### config.mk
export PLATFORM = sky130hd
export DESIGN_NAME = mac_accumulator16
export DESIGN_NICKNAME = d
export VERILOG_FILES = /design/src/rtl/mac_accumulator16.sv
export SDC_FILE = /design/constraint.sdc
export NUM_CORES = 1
export LEC_CHECK = 0
export ABC_AREA = 1
export ABC_CLOCK_PERIOD_IN_PS = 22900
export BUFFER_PORTS_ARGS = -buffer_cell sky130_fd_sc_hd__buf_2
export CORE_ASPECT_RATIO = 1.25
export CORE_MARGIN = 3
export CORE_UTILIZATION = 55
export CTS_CLUSTER_DIAMETER = 50
export CTS_CLUSTER_SIZE = 14
export DETAILED_ROUTE_END_ITERATION = 10
export GPL_ROUTABILITY_DRIVEN = 0
export GPL_TIMING_DRIVEN = 0
export PLACE_DENSITY = 0.74
export REMOVE_ABC_BUFFERS = 1
export SYNTH_ARGS = -nofsm -noshare
export SYNTH_HDL_FRONTEND = slang
export SYNTH_SLANG_ARGS = --single-unit
### constraint.sdc
create_clock -name clk -period 22.9 [get_ports clk]
set_input_delay 2.29 -clock clk [delete_from_list [all_inputs] [get_ports clk]]
set_output_delay 2.29 -clock clk [all_outputs]
set_load 0.01 [all_outputs]
### src/rtl/mac_accumulator16.sv
// Unsigned 16x16 multiply-accumulate over LEN operand pairs; result strobed 3 edges after the last transfer.
// in_ready is high only while accumulating; define MAC_SATURATE_EN to clamp on carry-out instead of wrapping.

// Combinational 16x16 unsigned array multiplier: rows of gated partial products summed.
module arrayMultiplier16Bit (
  input  logic [15:0] A,
  input  logic [15:0] B,
  output logic [31:0] C
);
  always_comb begin
    C = '0;
    for (int i = 0; i < 16; i++) begin
      if (B[i]) C = C + ({16'd0, A} << i);
    end
  end
endmodule

module mac_accumulator16 #(
  parameter int LEN   = 8,
  parameter int ACC_W = 40
) (
  input  logic             clk,
  input  logic             rst,
  input  logic             start,
  input  logic             in_valid,
  output logic             in_ready,
  input  logic [15:0]      A,
  input  logic [15:0]      B,
  output logic [ACC_W-1:0] acc_out,
  output logic             out_valid,
  output logic             busy,
  output logic             overflow
);
  typedef enum logic [1:0] {IDLE, ACCUM, DRAIN, DONE} state_t;

  state_t             state_q, state_d;
  logic [15:0]        opa_q, opb_q;
  logic               s1_vld_q, s2_vld_q;
  logic [31:0]        prod, preg_q;
  logic [ACC_W-1:0]   acc_q, acc_d;
  logic               ovf_q, ovf_d;
  logic [7:0]         count_q, count_d;
  logic [ACC_W:0]     sum;
  logic               clr, xfer;

  arrayMultiplier16Bit u_mul (.A(opa_q), .B(opb_q), .C(prod));

  assign xfer = in_valid & in_ready;

  always_comb begin
    state_d   = state_q;
    in_ready  = 1'b0;
    out_valid = 1'b0;
    clr       = 1'b0;
    case (state_q)
      IDLE: begin
        if (start) begin
          clr     = 1'b1;
          state_d = ACCUM;
        end
      end
      ACCUM: begin
        in_ready = 1'b1;
        if (in_valid && count_q == 8'(LEN - 1)) state_d = DRAIN;
      end
      // Wait until both pipeline stages have emptied into the accumulator.
      DRAIN: begin
        if (!s1_vld_q && !s2_vld_q) state_d = DONE;
      end
      DONE: begin
        out_valid = 1'b1;
        state_d   = IDLE;
      end
      default: state_d = IDLE;
    endcase
  end

  always_comb begin
    sum     = {1'b0, acc_q} + (ACC_W + 1)'(preg_q);
    acc_d   = acc_q;
    ovf_d   = ovf_q;
    count_d = count_q;
    if (clr) begin
      acc_d   = '0;
      ovf_d   = 1'b0;
      count_d = '0;
    end else begin
      if (xfer) count_d = count_q + 8'd1;
      if (s2_vld_q) begin
        ovf_d = ovf_q | sum[ACC_W];
`ifdef MAC_SATURATE_EN
        acc_d = sum[ACC_W] ? '1 : sum[ACC_W-1:0];
`else
        acc_d = sum[ACC_W-1:0];
`endif
      end
    end
  end

  always_ff @(posedge clk or posedge rst) begin
    if (rst) begin
      state_q  <= IDLE;
      opa_q    <= '0;
      opb_q    <= '0;
      s1_vld_q <= 1'b0;
      s2_vld_q <= 1'b0;
      preg_q   <= '0;
      acc_q    <= '0;
      ovf_q    <= 1'b0;
      count_q  <= '0;
    end else begin
      state_q  <= state_d;
      s1_vld_q <= xfer;
      s2_vld_q <= s1_vld_q;
      if (xfer) begin
        opa_q <= A;
        opb_q <= B;
      end
      if (s1_vld_q) preg_q <= prod;
      acc_q   <= acc_d;
      ovf_q   <= ovf_d;
      count_q <= count_d;
    end
  end

  assign acc_out  = acc_q;
  assign busy     = (state_q != IDLE);
  assign overflow = ovf_q;

endmodule
==> results.cfg <==
[critical_path]
end_kind = flop
cp_num_buf_inv = 10
required_ns = 23.20
worstPathArrival_ns = 20.36
crit_slowest_cell = dfrtp_1
cp_top_family = simple AND/OR/NAND/NOR gates
worstSetupPathType = flop to flop
r2r_cells = 123
startpoint_type = flop
path_max_fanout = 17
reg2reg_slack_ns = 2.84
cp_common_cell = nand2_1
reg2reg_to = preg_q[30]
slowest_delay_ns = 1.06
r2r_start = opa_q[7]

[timing]
hold_violations = 0
slew_headroom = 0.00194
fin_tns_setup_ns = 0
setup_ws_ns = 2.84
max_freq_mhz = 49.9
period_needed_ns = 20.06
rsz0062_at_grt = no
setup_viol = 0
drv_slew = 0
skew_ns = 0.0218
fin_crit_sh = 0.876
tightest_slew_ns = 1.50

[grt]
grt_pass1_wl_mm = 92.8
grt-ovfl-total = 0
antenna_found_initial = 0
grt_max_degree = 78
grt.total_usage = 0.287
grt_pass1_vias = 19800

[cts]
htree_levels = 4
cts_hold_buffers = 0
clk_pin_slew_ns = 0.06
cts_buffer_depth = 2
insertion_delay_ns = 0.43
cts_setup_buffers = 0
cts_tree = yes
clkSinkCount = 117
cts_resized = 0
cts_root_buf = clkbuf_16
cts_buffers = 17

[floorplanning]
core_um2 = 35700
start_util = 0.564
top_level_ports = 80
rows = 77
die_h_um = 220
die-area_um2 = 39000
die_w_um = 177

[synth]
ys_warn_count = 0
avgSynthCellArea_um2 = 6.37
synth_async_sr_flop_share = 1.00
synth_seq_cells = 117
synthDistinctLibCells = 60
yosysSeqAreaShare = 0.145
synthFlopType = dfrtp_1
netlist_area_um2 = 20200
synth_edf_count = 0
netlist_instances = 3166

[layout]
multiInputGateArea_um2 = 15500
regArea_um2 = 2930
nets = 3553
area_growth_pct = 6.83
fin_util = 0.603
diodes = 0
final_cell_area_um2 = 21500
nFillCells = 3389
drive_above_1_share = 0.0944

[detailed_routing]
wirelength_mm = 56.4
route.detailed.drc = 0
avgViaCountPerCell = 5.65
drt-initial-drc-count = 1323
vias = 20900
wl_per_cell_um = 15.3
dr.pass1.iters = 6
postRouteAntennaNets = 0

[min_path]
holdPathStages = 2
hold_class = flop to flop
hold_start = preg_q[14]
hold_end = preg_q[14]

[placed_design]
pre_cts_ws_ns = 3.07
dpl.hpwl_mm = 42.8
placed_area_um2 = 20900
portBuffers = 79

[status]
status = finished, violations left
violations = max-capacitance violations

[run]
maxCapViolations = 1
## cell type report
| type | instances | share of cell area |
|---|---|---|
| multi-input cells | 2613 | 0.719 |
| clock inverters | 12 | 0.00720 |
| repair buffers | 84 | 0.0242 |
| clock buffers | 20 | 0.0207 |
| inverters | 374 | 0.0654 |
| flip-flops and latches | 117 | 0.136 |
| well taps | 474 | 0.0275 |
## placed cells by master, fill, tap and decap left out, drive strengths merged, types with 2 or more instances in the layout
cell,Yosys,final
a211oi,7,7
a21boi,18,18
a21o,5,5
a21oi,275,275
a221oi,2,2
a22o,8,8
a31oi,13,13
a32o,2,2
and2,51,51
and3,2,2
buf,37,84
bufinv,0,3
clkbuf,25,20
clkinv,6,12
clkinvlp,0,2
dfrtp,117,117
fa,16,16
ha,294,294
inv,368,369
nand2,898,898
nand3,263,263
nand3b,14,14
nand4,9,9
nor2,218,218
nor3,25,25
nor4,5,5
o2111ai,2,2
o211ai,3,3
o21a,9,9
o21ai,283,283
o21bai,16,16
o221ai,3,3
o31ai,13,13
or2,42,42
xnor2,38,38
xor2,71,71
## synth_stat cells, types with 41 or more instances
master,count,area [um2]
a21oi_1,272,1360
dfrtp_1,117,2930
inv_1,350,1310
nor2_1,215,807
nand2_1,862,3240
o21ai_1,63,315
or2_2,41,257
o21ai_2,43,377
xor2_1,71,622
nand3_1,231,1160
and2_1,51,319
ha_1,294,3680
o21ai_0,177,886
## how the worst max path moves through the flow
stage	start	slack [ns]	cells after the start	end
finish	opa_q[7]	2.84	123	preg_q[30]
global route	opa_q[7]	1.22	123	preg_q[30]
CTS	opa_q[7]	3.03	123	preg_q[30]
detailed placement	opa_q[7]	3.07	123	preg_q[30]
global placement	opa_q[7]	3.53	125	preg_q[30]
floorplan	opa_q[1]	5.97	120	preg_q[30]
## registers in the layout (all words and copies together), names as in the netlist
name and flops:
opa_q 16, s1_vld_q 1, state_q 2, count_q 8, overflow 1, opb_q 16
s2_vld_q 1, acc_out 40, preg_q 32
## metrics by stage
stage | hold slack (ns) | instances
2_1_floorplan | 0.453 | 3104
3_3_place_gp | 0.471 | 3657
3_5_place_dp | 0.478 | 3661
4_1_cts | 0.493 | 3693
5_1_grt | 0.503 | 3694
6_report | 0.488 | 3694
## worst reg2reg max path, delay by kind of cell (launching register included)
kind | cells | cell delay, ns
AOI/OAI and AO/OA | 38 | 5.83
buffers and inverters | 10 | 0.68
muxes | 1 | 0.13
adders and majority gates | 15 | 4.91
DFF | 1 | 1.06
xor gates and xnor gates | 7 | 1.01
and+or+nand+nor | 52 | 6.31
## kinds of logic after synthesis
group | count (synthesis) | share of synthesized area
flops | 117 | 0.145
fa+ha+maj | 310 | 0.198
mux | 1 | 0.000496
simple gates | 1528 | 0.333
compound gates | 665 | 0.189
buf+inv | 436 | 0.0870
xor+xnor | 109 | 0.0474
## metal layers
| metal | vias up | GRT usage | part of all wire |
|---|---|---|---|
| met5 | - | 0 | 0 |
| met1 | 9530 | 0.354 | 0.43 |
| met2 | 557 | 0.497 | 0.46 |
| met4 | 0 | 0.135 | 0.051 |
| met3 | 141 | 0.0345 | 0.053 |
| li1 | 10600 | - | - |
Power is not shown: default switching activity piles up to over one toggle a cycle in this logic, so the estimate is an artifact.
